===== config.mk =====
export PLATFORM = sky130hd
export DESIGN_NAME = ws2812_frame_feeder
export DESIGN_NICKNAME = d
export VERILOG_FILES = /design/src/rtl/ws2812_frame_feeder.sv
export SDC_FILE = /design/constraint.sdc
export NUM_CORES = 1
export LEC_CHECK = 0
export ABC_AREA = 1
export CORE_UTILIZATION = 59
export DETAILED_ROUTE_END_ITERATION = 12
export PLACE_DENSITY_LB_ADDON = 0.2
export SLEW_MARGIN = 20
export SYNTH_ARGS = -nofsm -noshare
export SYNTH_HDL_FRONTEND = slang
export SYNTH_SLANG_ARGS = --single-unit

===== constraint.sdc =====
create_clock -name clk -period 1.8 [get_ports clk]
set_clock_uncertainty 0.2 [all_clocks]
set_input_delay 0.36 -clock clk [delete_from_list [all_inputs] [get_ports clk]]
set_output_delay 0.36 -clock clk [all_outputs]
set_load 0.01 [all_outputs]

===== src/rtl/ws2812_frame_feeder.sv =====
// Pixel buffer and byte feeder for the WS2812 shifter: serves G,R,B bytes per pixel over request/valid.
// Define WS2812_FEEDER_BRIGHTNESS_EN to scale each fetched byte by (brightness+1)/256.
module ws2812_frame_feeder #(
    parameter int NUM_LEDS = 8,
    parameter int ADDR_W   = (NUM_LEDS > 1) ? $clog2(NUM_LEDS) : 1
) (
    input  logic              clk,
    input  logic              rst_n,
    input  logic              wr_en,
    input  logic [ADDR_W-1:0] wr_addr,
    input  logic [23:0]       wr_data,
    input  logic [7:0]        brightness,
    input  logic              start,
    output logic              busy,
    output logic              frame_done,
    output logic              trigger,
    input  logic              data_request,
    output logic [7:0]        data_out,
    output logic              data_valid
);

    typedef enum logic [2:0] {
        S_IDLE,
        S_FETCH,
        S_PRELOAD_WAIT,
        S_ARM,
        S_STREAM,
        S_DONE
    } state_t;

    localparam logic [ADDR_W-1:0] LAST_LED   = ADDR_W'(NUM_LEDS - 1);
    localparam logic [ADDR_W:0]   NUM_LEDS_W = (ADDR_W + 1)'(NUM_LEDS);

    state_t            state_q, state_d;
    logic [ADDR_W-1:0] led_idx_q, led_idx_d;
    logic [1:0]        byte_idx_q, byte_idx_d;
    logic              staged_q, staged_d;
    logic              last_q, last_d;
    logic              pending_q, pending_d;
    logic              busy_q, busy_d;
    logic              underrun_q, underrun_d;
    logic [7:0]        data_out_q, data_out_d;

    logic [23:0]       pix_mem [NUM_LEDS];
    logic [23:0]       rd_q;
    logic [7:0]        sel_byte;
    logic [7:0]        scaled_byte;
    logic              is_last_byte;

    // Buffer is not reset; the read port samples the current pixel every cycle and
    // the FSM only uses it in PRELOAD_WAIT, so late writes to unfetched pixels show up.
    always_ff @(posedge clk) begin
        if (wr_en && ({1'b0, wr_addr} < NUM_LEDS_W)) begin
            pix_mem[wr_addr] <= wr_data;
        end
        rd_q <= pix_mem[led_idx_q];
    end

    always_comb begin
        case (byte_idx_q)
            2'd0:    sel_byte = rd_q[15:8];
            2'd1:    sel_byte = rd_q[23:16];
            default: sel_byte = rd_q[7:0];
        endcase
    end

`ifdef WS2812_FEEDER_BRIGHTNESS_EN
    logic [15:0] product;
    assign product     = {8'd0, sel_byte} * ({8'd0, brightness} + 16'd1);
    assign scaled_byte = 8'(product >> 8);
`else
    logic unused_brightness;
    assign unused_brightness = ^brightness;
    assign scaled_byte       = sel_byte;
`endif

    assign is_last_byte = (led_idx_q == LAST_LED) && (byte_idx_q == 2'd2);

    always_comb begin
        state_d    = state_q;
        led_idx_d  = led_idx_q;
        byte_idx_d = byte_idx_q;
        staged_d   = staged_q;
        last_d     = last_q;
        pending_d  = pending_q;
        busy_d     = busy_q;
        underrun_d = underrun_q;
        data_out_d = data_out_q;

        if (start && busy_q) begin
            pending_d = 1'b1;
        end

        case (state_q)
            S_IDLE: begin
                if (start || pending_q) begin
                    led_idx_d  = '0;
                    byte_idx_d = 2'd0;
                    staged_d   = 1'b0;
                    last_d     = 1'b0;
                    pending_d  = 1'b0;
                    busy_d     = 1'b1;
                    state_d    = S_FETCH;
                end
            end
            S_FETCH: begin
                state_d = S_PRELOAD_WAIT;
            end
            S_PRELOAD_WAIT: begin
                data_out_d = scaled_byte;
                staged_d   = 1'b1;
                // The very first byte of a frame goes through ARM to kick the shifter.
                state_d    = ((led_idx_q == '0) && (byte_idx_q == 2'd0)) ? S_ARM : S_STREAM;
            end
            S_ARM, S_STREAM: begin
                if (data_request) begin
                    if (staged_q) begin
                        staged_d = 1'b0;
                        if (is_last_byte) begin
                            last_d  = 1'b1;
                            state_d = S_STREAM;
                        end else begin
                            if (byte_idx_q == 2'd2) begin
                                byte_idx_d = 2'd0;
                                led_idx_d  = led_idx_q + ADDR_W'(1);
                            end else begin
                                byte_idx_d = byte_idx_q + 2'd1;
                            end
                            state_d = S_FETCH;
                        end
                    end else begin
                        if (!last_q) begin
                            underrun_d = 1'b1;
                        end
                        state_d = S_DONE;
                    end
                end
            end
            S_DONE: begin
                busy_d  = 1'b0;
                state_d = S_IDLE;
            end
            default: begin
                state_d = S_IDLE;
            end
        endcase
    end

    always_ff @(posedge clk or negedge rst_n) begin
        if (!rst_n) begin
            state_q    <= S_IDLE;
            led_idx_q  <= '0;
            byte_idx_q <= 2'd0;
            staged_q   <= 1'b0;
            last_q     <= 1'b0;
            pending_q  <= 1'b0;
            busy_q     <= 1'b0;
            underrun_q <= 1'b0;
            data_out_q <= 8'd0;
        end else begin
            state_q    <= state_d;
            led_idx_q  <= led_idx_d;
            byte_idx_q <= byte_idx_d;
            staged_q   <= staged_d;
            last_q     <= last_d;
            pending_q  <= pending_d;
            busy_q     <= busy_d;
            underrun_q <= underrun_d;
            data_out_q <= data_out_d;
        end
    end

    assign busy       = busy_q;
    assign frame_done = (state_q == S_DONE);
    assign trigger    = (state_q == S_ARM);
    assign data_valid = staged_q;
    assign data_out   = data_out_q;

endmodule


[After elaboration in Yosys (flattened, before gate mapping)]
Memories as Yosys holds them, arrays and structs flattened. A register that Yosys moved wholly into a read port is not among the register bits.
Index checks and enable logic that the tools add are counted.
Storage, ports and cells
  register bits: 19
  memory bits (writable): 192
  input bits: 40
  logic and storage cells: 68
  memories: 1
Memory list
  pix_mem: words 8, width 24, read ports 1, clocked after memory_dff 1, write ports 1, RTL line 44  | logic [23:0] pix_mem [NUM_LEDS];
Cells by class
  add/sub/neg operators: 2
  equal/unequal tests: 13
  multiplexer cells: 29
  reductions and logical operators: 16
Operators with widths (count)
  2-to-1 mux 3 bit: 10
  one-hot mux 8 bit (2 select lines): 1
  one-hot mux 3 bit (4 select lines): 1
  2-to-1 mux 2 bit: 5
  inequality test 2 bit, second input constant: 5
  equality test 3 bit, second input constant: 3
  2-to-1 mux 1 bit: 8
  equality test 3 x 2 -> 1 bit, second input constant: 2
  logical NOT 3 bit: 2
  one-hot mux 3 bit (2 select lines): 1
  AND reduction 6 bit: 1
  AND reduction 5 bit: 1
  one-hot mux 2 bit (2 select lines): 1
  AND reduction 2 bit: 2
  nonzero test 2 bit: 2
  adder 3 x 1 -> 3 bit, second input constant: 1
  equality test 3 x 1 -> 1 bit, second input constant: 1
  logical AND 1 bit: 3
  one-hot mux 1 bit (3 select lines): 1
  AND reduction 3 bit: 1
  nonzero test 3 bit: 1
  adder 2 x 1 -> 2 bit, second input constant: 1
  equality test 2 x 1 -> 1 bit, second input constant: 1
  equality test 2 bit, second input constant: 1
  other kinds (4): 4

[Longest topological paths before layout]
Gate-level depths: netlist (run 1).
  depth in word-level cells: 6
  mapped depth: 11
  depth with buffers taken out: 10

[Least setup slack after synthesis (run 1)]
No wires, ideal clock.
  path type: input port to flip-flop
  start: input port wr_addr[0]
  end: memory pix_mem[0][0], enable pin
  library setup time: 0.405 ns
  arrival: 1.526 ns
  setup slack: -0.330 ns
  stages: 3
  path buffers: 0
  cell sequence: inv_1 nand2_1 nor2_1
RTL lines
  from (decl): RTL line 10  | input logic [ADDR_W-1:0] wr_addr,
  to (decl): RTL line 44
No word-level cell before the write port.

[Worst setup path after layout (run 1)]
  start: register state_q[0]
  end: output port frame_done
On the way
  cells in the longest elaborated chain, start to end: 1
Ends and longest elaborated chain
  from (decl): RTL line 34  | state_t state_q, state_d;
  from (signal assigned): RTL line 161  | state_q <= state_d;
  equality test 3 bit: RTL line 174  | assign frame_done = (state_q == S_DONE);
  to (decl): RTL line 15  | output logic frame_done,
No other way between the ends.

==> results.md, run 1 <==
* Failing checks: DRC, setup timing
* Pre-antenna DRT Iters at 9
* Final setup vio count at 1
* I/O Buffers at 43
* Post-Syn Instances at 732
* Worst Tran Pin Value at 0.366 ns
* Register area share after synthesis at 0.745
* Synth top area cells: edfxtp_1, dfxtp_1, o21ai_0
* Area share of the largest cell type after synthesis at 0.639
* Leakage at 4.01 nW
* Vias in the first global route at 5920
* Pre-CTS setup slack at -0.185 ns
* CTS Buf Count at 24
* Clk Latency, worst-skew pair at 0.51 ns
* Worst hold path type: reg2reg
* Fin. Hold Viols at 0
* Gr usage total at 0.251
* Root Driver: clkbuf_16
* Die Area at 15800 um^2
* Post-synthesis register bit count at 235
* Top Ports at 52
* Final worst path period share at 1.01
* PwrDens at 1430 nW/um^2
* Starting Density at 0.612
* CP Class: reg2out
* Routability cong. at 0.857
* Post-route setup slack at -0.0202 ns
* Max_slew headroom at 0.756
* Count of different cell masters after synthesis at 30
* Top_reg_cell synth: edfxtp_1
* Number of flops mapped to enable cells by yosys at 192
* Clock sinks at 235
* Worst Path Required at 1.24 ns
* Drt drc at 5
* RSZ-0062 raised after global routing: yes
* Initial antenna violation count at 0
* First-pass GRT wire length at 30.7 mm
* Nets at 853
* Antenna diode count at 0
* Die Wd at 126 um
* Avg Cell Area, Syn at 12.3 um^2
* Number of antenna-violating nets in the routed design at 0
* Clk slew on worst S/H paths at 0.06 ns
* Synth warn at 0
* DP HPWL at 11.3 mm
* Drt initial violations at 537
* Layer with the highest usage: met2
* Vias per inst at 5.92
* Dominant cell type by area after synthesis: edfxtp_1
* Area Overhead vs Synth at 20.8%
* Grt total ovfl at 0
* M2 GR Usage at 0.429
* CTS Buffer Depth at 3
* H-tree levels at 1
* Min Tclk post-route at 1.82 ns
* Status: finished with violations
* Site Rows at 44
* Met3 Track Usage GR at 0.0416
* CP endpoint kind: output port
* Max VDD drop at 0.907 mV
* Top-count cell post-synth: edfxtp_1
* Post-synth ARST share at 0.0809
* CTS tree: built
* Core area at 14800 um^2
* Avg WL per Cell at 19.2 um
* Slew Limit Fails at 0
* WL final at 19.5 mm
* Synth top cells by count: edfxtp_1, nor2_1, nand2_1, o21ai_0, o22ai_1
* Share of cells above drive strength 1 at 0.145
* Synth Cell Area at 9030 um^2
* Total Power at 15.6 mW
* Die Y at 126 um
* Largest net degree at the start of global routing at 50
* Critical Path Source Type: register
* Placed cells at 955
* Crit path DAT at 1.26 ns
* Crit-path max FO at 3
* Post-synth net total at 775
* Finished Layout Cells at 1012
* Max-cap violations at 0
* Fmax achieved at 0.549 GHz
* Grt met1 use at 0.337
* Total number of vias at 5987
-- critical path: stages, from the launching register on --
cell and delay [ns]:
dfrtp_1 0.41, buf_6 0.14, nand2_4 0.07, nor2_4 0.03
buf_6 0.11
-- stage by stage --
| step | util | hold WS, ns | TNS, ns | instance area (um^2) |
|---|---|---|---|---|
| global placement | 0.673 | 0.265 | -17.71 | 9930 |
| finish | 0.739 | 0.272 | -0.0202 | 10900 |
| floorplan | - | -0.136 | -46.35 | 9030 |
| detailed placement | 0.673 | 0.260 | -22.61 | 9930 |
| CTS | 0.732 | 0.268 | -0.0585 | 10800 |
| global route | 0.739 | 0.292 | -0.105 | 10900 |
-- cell usage in the layout (no fill, tap or decap), types with 11 or more instances in the layout --
cell type	instances
clkdlybuf4s50_1	31
edfxtp_1	192
inv_1	15
nand3_1	17
nor2_1	110
buf_4	27
buf_12	11
nand2_1	114
clkbuf_16	25
dfrtp_1	18
o21ai_1	11
o21ai_0	91
dfxtp_1	24
o22ai_1	48
-- cells by family (layout without fill, tap and decap cells) --
| family | after synthesis | after routing | share of synthesized area |
|---|---|---|---|
| compound gates | 168 | 168 | 0.102 |
| simple gates | 265 | 265 | 0.119 |
| flops | 235 | 235 | 0.745 |
| fa+ha+maj | 3 | 3 | 0.00416 |
| buf+inv | 61 | 157 | 0.0297 |
-- final cells by class --
cell class	count	area [um^2]
well taps	184	230
repair buffers	91	1020
inverters	22	90.1
fillers	977	3850
flip-flops and latches	235	6720
clock inverters	11	96.3
multi-input cells	436	2080
clock buffers	33	664
-- path summary, 6_finish.rpt --
path                                   start           end  slack [ns]  cells past startpoint
worst max-delay path              state_q[0]    frame_done       -0.02                      4
worst min-delay path                 rd_q[3]   data_out[3]        0.27                      2
worst max register to register  led_idx_q[0]      rd_q[10]        0.07                      7
worst min register to register       rd_q[3]   data_out[3]        0.27                      2
max in group asynchronous              rst_n  led_idx_q[0]        0.66                      3
min in group asynchronous              rst_n   data_out[2]        0.52                      3
-- layer usage --
| metal | share of wire | vias up |
|---|---|---|
| met5 | 0 | - |
| met4 | 0.018 | 0 |
| met3 | 0.070 | 28 |
| met2 | 0.49 | 251 |
| met1 | 0.42 | 2931 |
| li1 | - | 2777 |
-- sequential cells by signal, indices dropped and copies added, names as in the netlist --
register and count:
state_q 3, data_valid 1, data_out 8, pending_q 1, pix_mem 192, led_idx_q 3, busy 1, byte_idx_q 2
rd_q 24
-- power by group --
group,total [mW],leakage (nW),internal [mW],switching (mW)
Clock,4.70,0.382,2.74,1.96
Sequential,6.79,2.17,6.51,0.278
Combinational,4.13,1.45,1.61,2.52
-- what timing repair did --
item                                    4_1_cts  5_1_grt
endpoints found under the hold margin        19        0
endpoints found under the setup margin       13       26
pin swaps                                     0        3
gates cloned                                  2        1
buffers inserted                              5        4
hold buffers                                  1        0
resized for setup                            27       16
No activity file was read; power rests on OpenSTA's default activity.
==> inputs of run 2 (changes only) <==
--- a/config.mk
+++ b/config.mk
@@ -6,7 +6,8 @@
 export NUM_CORES = 1
 export LEC_CHECK = 0
 export ABC_AREA = 1
-export CORE_UTILIZATION = 59
+export CORE_UTILIZATION = 35
+export CTS_CLUSTER_SIZE = 14
 export DETAILED_ROUTE_END_ITERATION = 12
 export PLACE_DENSITY_LB_ADDON = 0.2
 export SLEW_MARGIN = 20
==> results.md, run 2 (synthesis gave the netlist of run 1 again) <==
* Status: finished with violations
* Failing checks: setup timing
* Post-route setup slack at -0.0688 ns
* Vias in the first global route at 5814
* Hold path endpoint: data_out[2]
* First-pass GRT wire length at 31.7 mm
* Grt total ovfl at 0
* Die Area at 26400 um^2
* Fmax achieved at 0.535 GHz
* Max reg flops at 192
* Final worst path period share at 1.04
* RR Startpoint: state_q[1]
* Site Rows at 58
* Final setup vio count at 3
* Clk Latency, worst-skew pair at 0.51 ns
* Initial antenna violation count at 0
* Max-cap violations at 0
* R2R setup slack at -0.02 ns
* Clk slew on worst S/H paths at 0.06 ns
* CP Class: reg2out
* Root Driver: clkbuf_16
* Leakage at 4.00 nW
* DP HPWL at 12.8 mm
* Worst Path Required at 1.24 ns
* Pre-CTS setup slack at -0.176 ns
* CTS tree: built
* CTS Buffer Depth at 3
* Largest net degree at the start of global routing at 97
* Max_slew headroom at 0.711
* Worst Tran Pin Value at 0.428 ns
* Min-delay src: rd_q[2]
* Max incr delay on CP at 0.45 ns
* Antenna diode count at 0
* CP max stage cell: dfrtp_1
* Worst hold path type: reg2reg
* Total area of sequential cells at 6720 um^2
* Starting Density at 0.357
* Critical path's top delay family: flip-flops
* Core area at 25300 um^2
* Min Tclk post-route at 1.87 ns
* Gr usage total at 0.158
* Area Overhead vs Synth at 23.6%
* Multi-input logic area at 2140 um^2
* CP bufs+invs at 2
* Vias per inst at 5.14
* Hold_ws at 0.262 ns
* Top Ports at 52
* Avg WL per Cell at 18.7 um
* WL final at 21.6 mm
* Commonest cells after routing, fill and taps aside: edfxtp_1, nor2_1, nand2_1
* Commonest non-fill, non-tap cell in the layout: edfxtp_1
* Total number of vias at 5961
* Crit-path max FO at 3
* I/O Buffers at 43
* Die Y at 163 um
* Total Power at 16.0 mW
* Crit path DAT at 1.31 ns
* Fillers at 2269
* RSZ-0062 raised after global routing: yes
* Fin. Hold Viols at 0
* Routability cong. at 0.803
* Slew Limit Fails at 0
* R2R Path End: led_idx_q[1]
* R2R cell count at 7
* Max VDD drop at 0.658 mV
* Drt initial violations at 489
* CTS Buf Count at 24
* Die Wd at 163 um
* Critical Path Source Type: register
* PwrDens at 1430 nW/um^2
* Drt drc at 0
* Worst path cell trace: inv_2 > nand2_2 > nor2_1 > buf_2
* CP endpoint kind: output port
* Clock sinks at 235
* H-tree levels at 1
* Hold depth at 2
* Pre-antenna DRT Iters at 5
* Share of cells above drive strength 1 at 0.163
* Number of antenna-violating nets in the routed design at 0
* Most flop-heavy register: pix_mem
* Nets at 856
## run 2: changes by cell type in the layout (fill, tap and decap cells not counted), sizes merged
cell | before | now
dlygate4sd2 | 9 | 10
clkdlybuf4s15 | 1 | 0
buf | 46 | 49
bufbuf | 2 | 0
clkinv | 8 | 11
clkbuf | 34 | 28
bufinv | 1 | 3
a21oi | 9 | 10
inv | 24 | 22
clkinvlp | 0 | 2
## run 2: final cells by class
type	instances	area share
clock buffers	26	0.0564
well taps	330	0.0370
clock inverters	16	0.0135
multi-input cells	437	0.192
repair buffers	93	0.0912
flip-flops and latches	235	0.603
inverters	22	0.00762
## run 2: where the power goes
group          total (mW)  switching [mW]  internal [mW]
clock network        4.88            1.94           2.93
logic                4.31            2.64           1.67
registers            6.82           0.312           6.51
total                16.0            4.90           11.1
## run 2: through the flow
step | std cells | cell area (um^2) | TNS [ns] | utilization
after global placement | 1096 | 10100 | -25.01 | 0.400
final | 1159 | 11200 | -0.0932 | 0.442
after detailed placement | 1096 | 10100 | -29.93 | 0.400
after floorplan | 732 | 9030 | -46.35 | -
after global routing | 1159 | 11200 | -0.427 | 0.442
after CTS | 1144 | 10900 | -0.186 | 0.433
## run 2: routing by layer
layer,share of wire,GRT usage,vias up
met5,0,0,-
met4,0.016,0.0438,0
met3,0.059,0.0224,29
met2,0.48,0.257,184
met1,0.45,0.221,2978
li1,-,-,2770
## run 2: what timing repair did
action                                  in CTS  in global routing
setup buffers                                5                 12
hold buffers                                 1                  0
gates resized for setup                     19                 25
gates cloned                                 0                  3
endpoints found under the setup margin      15                 19
pin swaps                                    2                  4
hold endpoints to repair                    19                  0
## run 2: worst reg2reg max path, cell delays in order, from the launching register on
cell     delay [ns]
dfrtp_1        0.45
buf_4          0.19
o21ai_0        0.36
nand2_2        0.12
nor2_4         0.14
nand2_2        0.10
nand2_1        0.09
nand2_1        0.06
## run 2: how the worst max path moves through the flow
stage                                 to  cells after the start  slack, ns       start
after CTS                        trigger                      3      -0.15  state_q[0]
after global routing          frame_done                      4      -0.10  state_q[1]
after detailed placement  pix_mem[3][11]                      4      -0.18       wr_en
after global placement    pix_mem[0][12]                      4      -0.16       wr_en
final                         frame_done                      4      -0.07  state_q[1]
after floorplan            pix_mem[0][0]                      3      -0.33  wr_addr[0]
==> inputs of run 3 (changes only) <==
--- a/config.mk
+++ b/config.mk
@@ -6,6 +6,7 @@
 export NUM_CORES = 1
 export LEC_CHECK = 0
 export ABC_AREA = 1
+export CORE_MARGIN = 8
 export CORE_UTILIZATION = 35
 export CTS_CLUSTER_SIZE = 14
 export DETAILED_ROUTE_END_ITERATION = 12
==> results.md, run 3 (synthesis gave the netlist of run 1 again) <==
* Crit-path max FO at 2
* Number of antenna-violating nets in the routed design at 0
* Placed Area at 10100 um^2
* CTS tree: built
* Nets at 853
* Min Tclk post-route at 1.83 ns
* Pre-antenna DRT Iters at 5
* Clk slew on worst S/H paths at 0.06 ns
* Antenna diode count at 0
* Post-route setup slack at -0.0324 ns
* Die Wd at 177 um
* Leakage at 3.98 nW
* Status: finished with violations
* Worst Setup SP: state_q[1]
* Clk Latency, worst-skew pair at 0.51 ns
* CTS Buffer Depth at 3
* CP endpoint kind: output port
* Most flop-heavy register: pix_mem
* Drt drc at 0
* Pre-CTS setup slack at -0.193 ns
* Hold_ws at 0.255 ns
* R2R Path End: data_valid
* Worst Path Required at 1.24 ns
* Site Rows at 58
* Initial antenna violation count at 0
* Worst hold path type: reg2reg
* Grt total ovfl at 0
* Finished Layout Cells at 1159
* CP Class: reg2out
* First-pass GRT wire length at 32.8 mm
* CP endpoint: frame_done
* CP max stage cell: dfrtp_1
* Gr usage total at 0.133
* Share of cells above drive strength 1 at 0.150
* DP HPWL at 13.1 mm
* PwrDens at 1450 nW/um^2
* Root Driver: clkbuf_16
* Commonest cells after routing, fill and taps aside: edfxtp_1, nand2_1, nor2_1
* Worst Tran Pin Value at 0.393 ns
* Max reg flops at 192
* Core area at 25300 um^2
* Max VDD drop at 0.690 mV
* I/O Buffers at 43
* Critical Path Source Type: register
* Design Area, Final at 11100 um^2
* Fin. Hold Viols at 0
* Area Overhead vs Synth at 23.0%
* Starting Density at 0.357
* Fmax achieved at 0.546 GHz
* Drt initial violations at 326
* Max incr delay on CP at 0.40 ns
* R2R setup slack at 0.06 ns
* Crit path DAT at 1.27 ns
* Clock sinks at 235
* Final worst path period share at 1.02
* RR Startpoint: state_q[1]
* Final setup vio count at 2
* Avg WL per Cell at 17.8 um
* Fillers at 2306
* Total Power at 16.1 mW
* Commonest non-fill, non-tap cell in the layout: edfxtp_1
* Top Ports at 52
* Placed cells at 1102
* Largest net degree at the start of global routing at 40
* Failing checks: setup timing
* Worst path cell trace: inv_2 > nand2_2 > nor2_2 > buf_2
* Max-cap violations at 0
* Total number of vias at 5746
* CTS Buf Count at 26
* Vias per inst at 4.96
* Setup_tns at -0.0579 ns
* H-tree levels at 1
* Final core occ at 0.440
* WL final at 20.6 mm
* R2R cell count at 10
* Max_slew headroom at 0.738
* Hold depth at 2
* Vias in the first global route at 5905
* Die Area at 31200 um^2
* Die Y at 177 um
* Slew Limit Fails at 0
* Routability cong. at 0.816
* RSZ-0062 raised after global routing: yes
-- run 3: changes by cell type in the layout (fill, tap and decap cells not counted), moves of 4 or more --
cell / before / now
nand2_2: 10 / 6
clkdlybuf4s15_1: 0 / 6
clkbuf_1: 1 / 8
dlygate4sd2_1: 10 / 4
buf_12: 13 / 9
-- run 3: power by group --
group	internal [mW]	switching (mW)
registers	6.51	0.314
clock network	3.21	1.97
logic	1.58	2.50
total	11.3	4.78
-- run 3: what timing repair did --
| item | CTS | global route |
|---|---|---|
| cloned | 0 | 1 |
| setup endpoints to repair | 14 | 24 |
| resized for setup | 24 | 24 |
| hold buffers | 1 | 0 |
| pin swaps | 0 | 5 |
| hold endpoints to repair | 19 | 0 |
| buffers inserted | 5 | 3 |
-- run 3: metal layers --
metal  global-route usage  wire (um)  vias up
met5                    0          0        -
met4               0.0399        444        0
met3               0.0211        955       31
met2                0.214       9560      147
met1                0.182       9690     2805
li1                     -          -     2763
-- run 3: worst min path at each step --
| stage | startpoint | to | slack, ns |
|---|---|---|---|
| floorplan | rst_n | busy | -0.14 |
| global placement | rd_q[2] | data_out[2] | 0.24 |
| finish | rd_q[1] | data_out[1] | 0.25 |
| CTS | rd_q[1] | data_out[1] | 0.26 |
| global route | rd_q[1] | data_out[1] | 0.28 |
| detailed placement | rd_q[2] | data_out[2] | 0.25 |
-- run 3: critical path, delay by kind of cell (launching register included) --
| family | cells | cell delay, ns |
|---|---|---|
| and+or+nand+nor | 2 | 0.16 |
| buffers and inverters | 2 | 0.20 |
| DFF | 1 | 0.40 |
-- run 3: cell type report --
type                            instances  area [um^2]  share of cell area
Sequential cell                       235         6720               0.606
Multi-Input combinational cell        436         2120               0.191
Timing Repair Buffer                   89          918              0.0827
Clock buffer                           36          719              0.0648
Tap cell                              330          413              0.0372
Clock inverter                         11          129              0.0116
Inverter                               22         85.1             0.00766
